### config.mk
export PLATFORM = sky130hd
export DESIGN_NAME = queue_ctrl
export DESIGN_NICKNAME = d
export VERILOG_FILES = /design/src/rtl/queue_pkg.sv /design/src/rtl/queue_ptr.sv /design/src/rtl/queue_ctrl.sv
export SDC_FILE = /design/constraint.sdc
export NUM_CORES = 1
export LEC_CHECK = 0
export ABC_AREA = 0
export BUFFER_PORTS_ARGS = -buffer_cell sky130_fd_sc_hd__clkbuf_2
export CORE_MARGIN = 2
export CORE_UTILIZATION = 60
export CTS_BUF_LIST = sky130_fd_sc_hd__clkbuf_4
export CTS_CLUSTER_SIZE = 16
export DETAILED_ROUTE_END_ITERATION = 16
export GPL_TIMING_DRIVEN = 1
export PLACE_DENSITY = 0.86
export RECOVER_POWER = 25
export SKIP_CTS_REPAIR_TIMING = 1
export SLEW_MARGIN = 0
export SYNTH_ARGS = -nofsm -noshare
export SYNTH_HDL_FRONTEND = slang
export SYNTH_HIERARCHICAL = 1
export SYNTH_SLANG_ARGS = --single-unit
### constraint.sdc
create_clock -name CLK -period 2.25 [get_ports CLK]
set_input_delay 0.1125 -clock CLK [delete_from_list [all_inputs] [get_ports CLK]]
set_output_delay 0.1125 -clock CLK [all_outputs]
set_load 0.01 [all_outputs]
### src/rtl/queue_pkg.sv
// Shared definitions for the queue controller: state encoding and default address width.
package queue_pkg;

    localparam int unsigned DEFAULT_NUM_OF_BIT = 4;

    typedef enum logic [1:0] {
        EMPTY  = 2'b00,
        ACTIVE = 2'b01,
        FULL   = 2'b10
    } queue_state_e;

endpackage

### src/rtl/queue_ptr.sv
// Wrapping up-counter used as a queue pointer; one extra MSB distinguishes full from empty.
module queue_ptr #(
    parameter int unsigned WIDTH = 5
) (
    input  logic             CLK,
    input  logic             Reset,
    input  logic             Enable,
    input  logic             Clear,
    output logic [WIDTH-1:0] Value
);

    localparam logic [WIDTH-1:0] PTR_ONE = {{(WIDTH-1){1'b0}}, 1'b1};

    logic [WIDTH-1:0] ptr_r;

    // Pointer register: clear wins over increment; increment wraps naturally.
    always_ff @(posedge CLK or negedge Reset) begin
        if (!Reset) begin
            ptr_r <= {WIDTH{1'b0}};
        end else if (Clear) begin
            ptr_r <= {WIDTH{1'b0}};
        end else if (Enable) begin
            ptr_r <= ptr_r + PTR_ONE;
        end else begin
            ptr_r <= ptr_r;
        end
    end

    assign Value = ptr_r;

endmodule

### src/rtl/queue_ctrl.sv
// Queue controller: pointer, occupancy and error-flag management for an external storage array.
module queue_ctrl
    import queue_pkg::*;
#(
    parameter int unsigned numOfBit = DEFAULT_NUM_OF_BIT
) (
    input  logic                CLK,
    input  logic                Reset,
    input  logic                WriteReq,
    input  logic                ReadReq,
    input  logic                Flush,
    output logic                WriteEn,
    output logic [numOfBit-1:0] WriteAddr,
    output logic                ReadEn,
    output logic [numOfBit-1:0] ReadAddr,
    output logic                Full,
    output logic                Empty,
    output logic [numOfBit:0]   Count,
    output logic                Overflow,
    output logic                Underflow
);

    localparam logic [numOfBit:0] CNT_ZERO = {(numOfBit+1){1'b0}};
    localparam logic [numOfBit:0] CNT_ONE  = {{numOfBit{1'b0}}, 1'b1};
    localparam logic [numOfBit:0] CNT_LAST = {1'b0, {numOfBit{1'b1}}};

    queue_state_e      state_r;
    queue_state_e      next_state_s;
    logic [numOfBit:0] count_r;
    logic [numOfBit:0] count_next_s;
    logic              overflow_r;
    logic              overflow_next_s;
    logic              underflow_r;
    logic              underflow_next_s;
    logic              empty_s;
    logic              full_s;
    logic              wr_acc_s;
    logic              rd_acc_s;
    logic [numOfBit:0] wptr_s;
    logic [numOfBit:0] rptr_s;

    assign empty_s = (state_r == EMPTY);
    assign full_s  = (state_r == FULL);

    // Reset gating keeps strobes quiet while Reset is held low.
    assign wr_acc_s = WriteReq & ~full_s  & ~Flush & Reset;
    assign rd_acc_s = ReadReq  & ~empty_s & ~Flush & Reset;

    queue_ptr #(.WIDTH(numOfBit + 1)) u_wptr (
        .CLK    (CLK),
        .Reset  (Reset),
        .Enable (wr_acc_s),
        .Clear  (Flush),
        .Value  (wptr_s)
    );

    queue_ptr #(.WIDTH(numOfBit + 1)) u_rptr (
        .CLK    (CLK),
        .Reset  (Reset),
        .Enable (rd_acc_s),
        .Clear  (Flush),
        .Value  (rptr_s)
    );

    // Next-state decode for the occupancy FSM.
    always_comb begin
        next_state_s = state_r;
        if (Flush) begin
            next_state_s = EMPTY;
        end else begin
            case (state_r)
                EMPTY: begin
                    if (wr_acc_s) begin
                        next_state_s = ACTIVE;
                    end else begin
                        next_state_s = EMPTY;
                    end
                end
                ACTIVE: begin
                    if (wr_acc_s && !rd_acc_s && (count_r == CNT_LAST)) begin
                        next_state_s = FULL;
                    end else if (rd_acc_s && !wr_acc_s && (count_r == CNT_ONE)) begin
                        next_state_s = EMPTY;
                    end else begin
                        next_state_s = ACTIVE;
                    end
                end
                FULL: begin
                    if (rd_acc_s) begin
                        next_state_s = ACTIVE;
                    end else begin
                        next_state_s = FULL;
                    end
                end
                default: begin
                    next_state_s = EMPTY;
                end
            endcase
        end
    end

    // Next occupancy count and sticky error flags.
    always_comb begin
        count_next_s     = count_r;
        overflow_next_s  = overflow_r;
        underflow_next_s = underflow_r;
        if (Flush) begin
            count_next_s     = CNT_ZERO;
            overflow_next_s  = 1'b0;
            underflow_next_s = 1'b0;
        end else begin
            if (wr_acc_s && !rd_acc_s) begin
                count_next_s = count_r + CNT_ONE;
            end else if (rd_acc_s && !wr_acc_s) begin
                count_next_s = count_r - CNT_ONE;
            end else begin
                count_next_s = count_r;
            end
            overflow_next_s  = overflow_r  | (WriteReq & full_s);
            underflow_next_s = underflow_r | (ReadReq & empty_s);
        end
    end

    // State, count and flag registers.
    always_ff @(posedge CLK or negedge Reset) begin
        if (!Reset) begin
            state_r     <= EMPTY;
            count_r     <= CNT_ZERO;
            overflow_r  <= 1'b0;
            underflow_r <= 1'b0;
        end else begin
            state_r     <= next_state_s;
            count_r     <= count_next_s;
            overflow_r  <= overflow_next_s;
            underflow_r <= underflow_next_s;
        end
    end

    assign WriteEn   = wr_acc_s;
    assign ReadEn    = rd_acc_s;
    assign WriteAddr = wptr_s[numOfBit-1:0];
    assign ReadAddr  = rptr_s[numOfBit-1:0];
    assign Full      = full_s;
    assign Empty     = empty_s;
    assign Count     = count_r;
    assign Overflow  = overflow_r;
    assign Underflow = underflow_r;

endmodule

==> results.md <==
| Parameter | This run | Unit |
|---|---|---|
| Post-layout minimum cycle time | 1860 | ps |
| Routed Wire Length | 2.41 | mm |
| Die Footprint | 2190 | um2 |
| Count of yosys warnings during synthesis | 6 | - |
| Proportion of total power due to net switching | 31.4 | % |
| Initial standard-cell utilization of the core | 63.7 | % |
| Synth Area per Inst | 9.24 | um2 |
| Setup Slack @ Placement | 650 | ps |
| Final hold slack | 148 | ps |
| Number of maximum-capacitance constraint violations | 0 | - |
| Die height | 46.8 | um |
| Root cell of the clock tree | clkbuf_4 | - |
| Biggest fanout along the worst timing path | 9 | - |
| Antenna diode count | 0 | - |
| Launch instance of the worst register-to-register path | state_r[0] | - |
| Area of the core | 1730 | um2 |
| Part of the cycle the worst path needs | 82.7 | % |
| Antenna violations before repair | 0 | - |
| Reg2reg end | Count[1] | - |
| CTS H-tree lvls | 1 | - |
| Synth Net Count | 130 | - |
| Gp weighted congestion | 0.895 | - |
| Power per Cell Area | 536 | nW/um2 |
| Type of the setup path with the least slack | in -> reg | - |
| Worst supply voltage drop on vdd | 0.000332 | V |
| Number of max-slew violations in the final report | 0 | - |
| Maximum operating frequency | 0.537 | GHz |
| Synth Instances | 119 | - |
| Proportion of layout cells with a drive suffix above 1 | 21.5 | % |
| Setup TNS | 0 | ps |
| Worst min-delay path category | in -> reg | - |
| Critical path data arrival time | 2050 | ps |
| Maximum number of pins on one net before global-route repair | 27 | - |
| Count of unresolved DRC violations after routing | 0 | - |
| Count of endpoints failing hold in the final timing report | 0 | - |
| Internal power contribution | 0.000462 | W |
| Area Overhead vs Synth | 14.1 | % |
| Final HPWL from detailed placement | 1.74 | mm |
| Hold Path Origin | ReadReq | - |
| Logic pwr share | 21.6 | % |
| Number of sinks driven by the clock tree | 17 | - |
| Via count normalized by instance count | 5.81 | - |
| Total Power Consumption | 0.000673 | W |
| Post-route setup slack | 389 | ps |
| Row count | 15 | - |
| Required arrival time at the worst endpoint | 2430 | ps |
| Chip Width | 46.8 | um |
| DRT antenna net count | 0 | - |
| Leakage | 0.619 | nW |
| Setup repair after global routing missed its margin | false | - |
| Number of buffers on the longest clock path | 2 | - |
| Rel. slew slack | 53.1 | % |
| TritonCTS clock tree | done | - |
| Clock share of power | 27.3 | % |
| Cell area after technology mapping | 1100 | um2 |
| NumNets Final | 156 | - |
| Clock-pin transition on the worst setup and hold timing paths | 90 | ps |
| Nature of the critical path startpoint | input pin | - |
| Worst r2r path cells | 4 | - |
| Least-Margin Pin Slew | 704 | ps |
| Overflow left after global routing | 0 | - |
| Count of final setup violators | 0 | - |
| Number of placed I/O pins | 24 | - |
| Global-route wire length before repair | 3.50 | mm |
| Endpoint with the worst hold slack | Underflow | - |
| Drt initial violations | 32 | - |
| Routed wire length per instance | 14.3 | um |
| Type of element capturing the critical path | flop | - |
| First drt pass iteration count | 4 | - |
| Register share of total power | 51.2 | % |
| Number of I/O port buffers | 23 | - |
| Max Clock Skew | 8.94 | ps |
| Power spent charging and discharging nets | 0.000211 | W |
| Overall Global Routing Usage | 23.1 | % |
| Instance count along the most critical hold path | 3 | - |
| Skew-Pair Late Insertion Delay | 310 | ps |
| Worst R2R Setup Slack | 620 | ps |
| Run status | complete, no violations | - |
| Share of the core filled with cells in the final layout | 72.7 | % |
| Num CTS Buffers | 3 | - |
| Vias in the first global route | 863 | - |
| Via Count | 982 | - |
[registers in the layout, indices dropped and copies added, names as in the netlist]
name	count
Underflow	1
u_wptr/Value	4
u_rptr/Value	4
Overflow	1
state_r	2
Count	5
[how the worst max path moves through the flow]
stage	end	slack, ps	depth (start not counted)	start
after floorplan	u_wptr/Value[3]	670	6	state_r[0]
after global placement	state_r[0]	670	4	state_r[0]
after detailed placement	Count[4]	650	5	Count[1]
after CTS	Count[4]	630	5	Count[1]
after global routing	Count[1]	240	6	Reset
final	Count[1]	390	6	Reset
[critical path: stages]
cell and delay (ps):
dlygate4sd3_1 530, clkbuf_1 360, nor2b_1 250, and3_1 410, nor2_1 90, o41ai_1 280
[power by group through the flow]
stage / Sequential, W / Clock, W / Combinational [W]
finish: 0.000344 / 0.000184 / 0.000145
global route: 0.000347 / 0.000196 / 0.000160
CTS: 0.000344 / 0.000184 / 0.000145
detailed placement: 0.000349 / 0 / 0.000144
global placement: 0.000347 / 0 / 0.000138
floorplan: 0.000349 / 0 / 0.0000940
[area by class of cell]
type,count,area (um2)
tap,25,31.3
inverter,7,26.3
sequential,17,425
multi-input combinational,90,607
clock buffer,4,30.0
fill,149,472
timing repair buffer,26,135
[per-layer routing]
| layer | vias to the layer above | wire length [um] | track usage, % |
|---|---|---|---|
| met3 | 5 | 117 | 3.85 |
| met2 | 35 | 1210 | 41.9 |
| met5 | - | 0 | 0 |
| met1 | 475 | 1050 | 26.2 |
| li1 | 467 | - | - |
| met4 | 0 | 34 | 10.6 |
[cells in the final DEF (no fill, tap or decap), types with 3 or more instances in the layout]
cell      instances
dfrtp_1          17
nand2b_1          3
nand3_1           4
clkbuf_2         22
nand2_1           4
clkbuf_4          4
mux2i_1           5
and3_1            3
nor2_1           19
nor2b_1           7
ha_1              6
a21oi_1           6
inv_1             7
xnor2_1           3
nor3_1            4
[stage by stage]
step	instances	cell area, um2
detailed placement	164	1220
global route	169	1250
CTS	168	1250
global placement	164	1220
finish	169	1250
floorplan	119	1100
Power figures use the tool's default switching activity.
